### src/rtl/gpio_sched_pkg.sv
// Shared types and constants for the GPIO TX scheduler and its shifter wrapper.
package gpio_sched_pkg;

  localparam int unsigned DEF_NREQ = 4;
  localparam int unsigned DEF_DW   = 8;

  typedef enum logic [1:0] {
    ST_IDLE = 2'd0,
    ST_LOAD = 2'd1,
    ST_WAIT = 2'd2,
    ST_TURN = 2'd3
  } sched_state_e;

  // Index width for n items; never below one bit.
  function automatic int unsigned idx_w(input int unsigned n);
    return (n > 1) ? $clog2(n) : 1;
  endfunction

endpackage

### src/rtl/gpio_rr_arbiter.sv
// Combinational round-robin picker: first valid requester after last_grant, wrapping.
module gpio_rr_arbiter
  import gpio_sched_pkg::*;
#(
  parameter int unsigned NREQ = DEF_NREQ,
  localparam int unsigned IW  = idx_w(NREQ)
) (
  input  logic [NREQ-1:0] req_valid_i,
  input  logic [IW-1:0]   last_grant_i,
  output logic [NREQ-1:0] winner_oh_o,
  output logic [IW-1:0]   winner_idx_o,
  output logic            any_valid_o
);

  always_comb begin
    int unsigned cand;
    logic        found;
    cand         = 0;
    found        = 1'b0;
    winner_oh_o  = '0;
    winner_idx_o = '0;
    for (int unsigned k = 1; k <= NREQ; k++) begin
      cand = 32'(last_grant_i) + k;
      if (cand >= NREQ) cand = cand - NREQ;
      if (!found && req_valid_i[IW'(cand)]) begin
        found                    = 1'b1;
        winner_oh_o[IW'(cand)]   = 1'b1;
        winner_idx_o             = IW'(cand);
      end
    end
    any_valid_o = found;
  end

endmodule

### src/rtl/gpio_tx_scheduler.sv
// Round-robin scheduler feeding one GPIO TX shifter: accept, load, wait done, guard, release.
// Optional WAIT timeout with sticky err is enabled by GPIO_TX_SCHED_TIMEOUT_EN.
module gpio_tx_scheduler
  import gpio_sched_pkg::*;
#(
  parameter int unsigned NREQ     = DEF_NREQ,
  parameter int unsigned DW       = DEF_DW,
  parameter int unsigned TURN_CYC = 2,
  parameter int unsigned TIMEOUT  = 32,
  localparam int unsigned IW      = idx_w(NREQ),
  localparam int unsigned CNT_MAX = (TURN_CYC > TIMEOUT) ? TURN_CYC : TIMEOUT,
  localparam int unsigned CNT_W   = idx_w(CNT_MAX + 1)
) (
  input  logic             clk,
  input  logic             rst,
  input  logic [NREQ-1:0]  req_valid,
  input  logic [NREQ*DW-1:0] req_data,
  output logic [NREQ-1:0]  req_ready,
  output logic             sh_load,
  output logic [DW-1:0]    sh_data,
  input  logic             sh_done,
  output logic             gpio_direction,
  output logic [IW-1:0]    grant_id,
  output logic             busy,
  output logic             err
);

  localparam logic [CNT_W-1:0] TURN_LD = CNT_W'(TURN_CYC - 1);

  sched_state_e      state_q, state_d;
  logic [DW-1:0]     data_q, data_d;
  logic [IW-1:0]     grant_q, grant_d;
  logic [IW-1:0]     last_q, last_d;
  logic [CNT_W-1:0]  cnt_q, cnt_d;
  logic              load_q, load_d;
  logic              dir_q, dir_d;
  logic              busy_q, busy_d;

  logic [NREQ-1:0]   win_oh;
  logic [IW-1:0]     win_idx;
  logic              win_any;

  gpio_rr_arbiter #(.NREQ(NREQ)) u_arb (
    .req_valid_i  (req_valid),
    .last_grant_i (last_q),
    .winner_oh_o  (win_oh),
    .winner_idx_o (win_idx),
    .any_valid_o  (win_any)
  );

`ifdef GPIO_TX_SCHED_TIMEOUT_EN
  localparam logic [CNT_W-1:0] TO_LD = CNT_W'(TIMEOUT - 1);
  logic err_q, err_d;
`endif

  always_ff @(posedge clk) begin
    if (rst) begin
      state_q <= ST_IDLE;
      data_q  <= '0;
      grant_q <= '0;
      last_q  <= IW'(NREQ - 1);
      cnt_q   <= '0;
      load_q  <= 1'b0;
      dir_q   <= 1'b0;
      busy_q  <= 1'b0;
`ifdef GPIO_TX_SCHED_TIMEOUT_EN
      err_q   <= 1'b0;
`endif
    end else begin
      state_q <= state_d;
      data_q  <= data_d;
      grant_q <= grant_d;
      last_q  <= last_d;
      cnt_q   <= cnt_d;
      load_q  <= load_d;
      dir_q   <= dir_d;
      busy_q  <= busy_d;
`ifdef GPIO_TX_SCHED_TIMEOUT_EN
      err_q   <= err_d;
`endif
    end
  end

  // Next state; outputs are registered decodes of the next state.
  always_comb begin
    state_d = state_q;
    data_d  = data_q;
    grant_d = grant_q;
    last_d  = last_q;
    cnt_d   = cnt_q;
`ifdef GPIO_TX_SCHED_TIMEOUT_EN
    err_d   = err_q;
`endif
    unique case (state_q)
      ST_IDLE: begin
        if (win_any) begin
          data_d  = req_data[win_idx*DW +: DW];
          grant_d = win_idx;
          last_d  = win_idx;
          state_d = ST_LOAD;
`ifdef GPIO_TX_SCHED_TIMEOUT_EN
          cnt_d   = TO_LD;
`endif
        end
      end
      ST_LOAD: begin
        state_d = ST_WAIT;
`ifdef GPIO_TX_SCHED_TIMEOUT_EN
        cnt_d   = cnt_q - CNT_W'(1);
`endif
      end
      ST_WAIT: begin
        if (sh_done) begin
          if (TURN_CYC == 0) begin
            state_d = ST_IDLE;
          end else begin
            state_d = ST_TURN;
            cnt_d   = TURN_LD;
          end
        end
`ifdef GPIO_TX_SCHED_TIMEOUT_EN
        else if (cnt_q == '0) begin
          err_d   = 1'b1;
          state_d = ST_IDLE;
        end else begin
          cnt_d   = cnt_q - CNT_W'(1);
        end
`endif
      end
      ST_TURN: begin
        if (cnt_q == '0) state_d = ST_IDLE;
        else             cnt_d   = cnt_q - CNT_W'(1);
      end
      default: state_d = ST_IDLE;
    endcase
    load_d = (state_d == ST_LOAD);
    dir_d  = (state_d != ST_IDLE);
    busy_d = (state_d != ST_IDLE);
  end

  // Ready is the only combinational output: the arbiter's pick while idle.
  assign req_ready      = (state_q == ST_IDLE && !rst) ? win_oh : '0;
  assign sh_load        = load_q;
  assign sh_data        = data_q;
  assign gpio_direction = dir_q;
  assign grant_id       = grant_q;
  assign busy           = busy_q;
`ifdef GPIO_TX_SCHED_TIMEOUT_EN
  assign err            = err_q;
`else
  assign err            = 1'b0;
`endif

endmodule
### config.mk
export PLATFORM = sky130hd
export DESIGN_NAME = gpio_tx_scheduler
export DESIGN_NICKNAME = d
export VERILOG_FILES = /design/src/rtl/gpio_sched_pkg.sv /design/src/rtl/gpio_rr_arbiter.sv /design/src/rtl/gpio_tx_scheduler.sv
export SDC_FILE = /design/constraint.sdc
export NUM_CORES = 1
export LEC_CHECK = 0
export BUFFER_PORTS_ARGS = -buffer_cell sky130_fd_sc_hd__buf_4
export CORE_ASPECT_RATIO = 0.8
export CORE_MARGIN = 5
export CORE_UTILIZATION = 55
export CTS_CLUSTER_SIZE = 10
export DETAILED_ROUTE_END_ITERATION = 10
export HOLD_SLACK_MARGIN = 0.15
export PLACE_DENSITY = 0.92
export SYNTH_ARGS = -nofsm -noshare
export SYNTH_HDL_FRONTEND = slang
export SYNTH_HIERARCHICAL = 1
export SYNTH_SLANG_ARGS = --single-unit
export TNS_END_PERCENT = 30
### constraint.sdc
create_clock -name clk -period 8.5 [get_ports clk]
set_input_delay 1.7 -clock clk [delete_from_list [all_inputs] [get_ports clk]]
set_output_delay 1.7 -clock clk [all_outputs]
set_load 0.005 [all_outputs]
==> flow_summary_export.csv <==
group,metric,value,unit
setup_path,r2r-end,"sh_data[7]",
sta,finalHoldViolations,0,
global_route,antenna_found_initial,0,
hold_path,hp-class,"reg -> reg",
setup_path,rr_worst_depth,8,
route,routed-via-count,1755,
synthesis,synth_warnings,6,
cells_and_area,finalNetCount,302,
setup_path,r2r-start,"last_q[0]",
cells_and_area,drive_gt1_frac,0.310,
status,status,"finished clean",
sta,setup_tns,0,ns
setup_path,start_kind,"primary input",
clocking,clockBufferDepth,2,
synthesis,syn_nets,259,
global_route,grt_usage,0.206,
floorplan,fp.dieW,73.5,um
run,max_cap_violations,0,
setup_path,worst_ep_required_time,6.80,ns
floorplan,coreArea,3110,um^2
power,power.switching,0.000332,W
power,power,0.000778,W
sta,tightestPinTransition,1.13,ns
clocking,cts_buffers,3,
cells_and_area,syn2layout_area_growth,24.9,%
synthesis,synth_area,1780,um^2
floorplan,initial_core_util,0.572,
placement,gp_congestion,0.881,
route,wl,4330,um
floorplan,dieArea,4470,um^2
synthesis,yosysSeqAreaShare,0.248,
route,antenna_left,0,
global_route,grt_pass1_vias,1659,
clocking,clkLatencyLatePin,0.26,ns
power,p_leak,0.975,nW
sta,period_share,0.594,
power,power_density,351,nW/um^2
cells_and_area,utilization,0.714,
clocking,ctsResizeCount,0,
route,drtPass1Iterations,5,
global_route,grt_max_degree,23,
route,wl_per_cell,14.8,um
floorplan,row_count,18,
synthesis,postSynthCellCount,210,
power,internal_power,0.000446,W
clocking,path_clk_slew,0.08,ns
sta,skew,0.00113,ns
clocking,cts_tree,"yes",
power,p_sw_frac,0.427,
setup_path,critPathCapture,"req_ready[1]",
sta,slew_violations,0,
setup_path,crit_arrival,3.35,ns
sta,rsz0062_at_grt,"no",
placement,dpl.hpwl,3330,um
cells_and_area,diodes,0,
synthesis,synth_edf_count,0,
setup_path,regToRegSetupSlack,4.55,ns
clocking,cts_hold_buf,0,
synthesis,async_flop_share,0,
clocking,htree_levels,1,
synthesis,synth.avg_cell_area,8.46,um^2
sta,worst_slew_margin_rel,0.249,
global_route,grt_pass1_wl,7270,um
clocking,cts_post_setup_buffers_inserted,0,
setup_path,crit_start,"req_valid[1]",
setup_path,crit_type,"in -> out",
setup_path,path_max_fanout,16,
global_route,globalRouteOverflowTotal,0,
sta,setup_viol_count_final,0,
clocking,clock-sinks,22,
placement,io_buffers,55,
route,route.detailed.drc,0,
route,via_per_inst,6.01,
sta,max_freq,198,MHz
route,drt_iter0_drc,129,
power,p_comb_frac,0.618,
power,pwr-share-clk,0.125,
synthesis,ys.flop_type,"dfxtp_1",
setup_path,end_kind,"output pin",
synthesis,synth-seq-cells,22,
power,p_seq_frac,0.257,
sta,timing.final.crit_period,5.05,ns
power,peakVddDrop,0.000185,V
floorplan,io_pins,57,
clocking,root_buffer,"clkbuf_8",
synthesis,ys_types,47,
floorplan,die_y,60.8,um
==> through the flow <==
step | hold slack [ns] | area (um^2) | worst slack (ns) | instances
global route | 0.480 | 2220 | 3.30 | 292
global placement | 0.443 | 2150 | 3.49 | 288
detailed placement | 0.451 | 2150 | 3.46 | 288
finish | 0.461 | 2220 | 3.45 | 292
CTS | 0.464 | 2220 | 3.46 | 292
floorplan | 0.453 | 1780 | 3.66 | 210
==> worst min path at each step <==
| stage | start | endpoint | slack, ns | depth (start not counted) |
|---|---|---|---|---|
| 6_report | sh_data[0] | sh_data[0] | 0.46 | 2 |
| 5_1_grt | sh_data[0] | sh_data[0] | 0.48 | 2 |
| 4_1_cts | sh_data[2] | sh_data[2] | 0.46 | 2 |
| 3_5_place_dp | sh_data[2] | sh_data[2] | 0.45 | 2 |
| 3_3_place_gp | sh_data[4] | sh_data[4] | 0.44 | 2 |
| 2_1_floorplan | grant_id[0] | grant_id[0] | 0.45 | 2 |
==> cell usage after synthesis (all sizes together) (2+ instances only) <==
library cell	instances	area, um^2
clkbuf	7	26.3
xor2	2	17.5
nand4	6	37.5
mux2i	4	40.0
mux4	10	225
dfxtp	22	440
a21oi	17	85.1
inv	10	37.5
buf	11	80.1
nand2b	2	12.5
o21ai	4	20.0
nand3	2	10.0
a221oi	2	17.5
a2111o	4	45.0
a211oi	4	30.0
o211ai	2	15.0
or2	2	15.0
a31oi	5	31.3
o31ai	4	30.0
ha	10	125
or3	6	42.5
nand3b	3	22.5
and2	5	31.3
nor2	14	52.6
nor3	4	20.0
nor3b	2	26.3
nand2	32	120
==> cell type report <==
type                    count  area [um^2]
multi-input cells         160         1200
fillers                   252          890
flip-flops and latches     22          440
repair buffers             56          420
well taps                  40         50.0
clock buffers               3         41.3
inverters                  10         37.5
clock inverters             1         30.0
==> power groups by stage <==
stage	clock network (W)	registers [W]	logic [W]
3_5_place_dp	0	0.000201	0.000478
6_report	0.0000973	0.000200	0.000481
4_1_cts	0.0000976	0.000200	0.000480
5_1_grt	0.000104	0.000208	0.000531
3_3_place_gp	0	0.000198	0.000470
2_1_floorplan	0	0.000176	0.000384
==> metal layers <==
metal	global-route usage	routed length, um
met4	0.0388	36
met3	0.0579	384
met1	0.261	1900
met5	0	0
met2	0.354	2010
==> cell usage in the layout (no fill, tap or decap), drive strengths merged, types with 4 or more instances in the layout <==
master	netlist	routed
dfxtp	22	22
nand2	32	32
nand4	6	6
nor2	14	14
a31oi	5	5
a211oi	4	4
o31ai	4	4
and2	5	5
nor3	4	4
o21ai	4	4
a2111o	4	4
or3	6	6
inv	10	10
ha	10	10
mux2i	4	4
a21oi	17	17
mux4	10	10
buf	11	56
==> state kept, by name, summed over array words and instances, names as in the netlist <==
signal,count
last_q,2
state_q,2
cnt_q,6
sh_data,8
grant_id,2
busy,1
sh_load,1
==> logic make-up (layout without fill, tap and decap cells) <==
logic type	after synthesis	count (layout)	synth area share
AOI/OAI and AO/OA	48	48	0.185
xor gates and xnor gates	2	2	0.00986
adders and majority gates	10	10	0.0704
buffers and inverters	28	70	0.0810
DFF	22	22	0.248
muxes	15	15	0.156
other	1	1	0.00211
and+or+nand+nor	84	84	0.249
==> critical path, cell delays in order <==
cell     delay, ns
buf_4         0.14
mux4_2        0.63
nand4_1       0.15
o31ai_1       0.08
or3_1         0.36
and2_1        0.15
buf_4         0.13
Note: power is estimated with default switching activity, not from simulation.
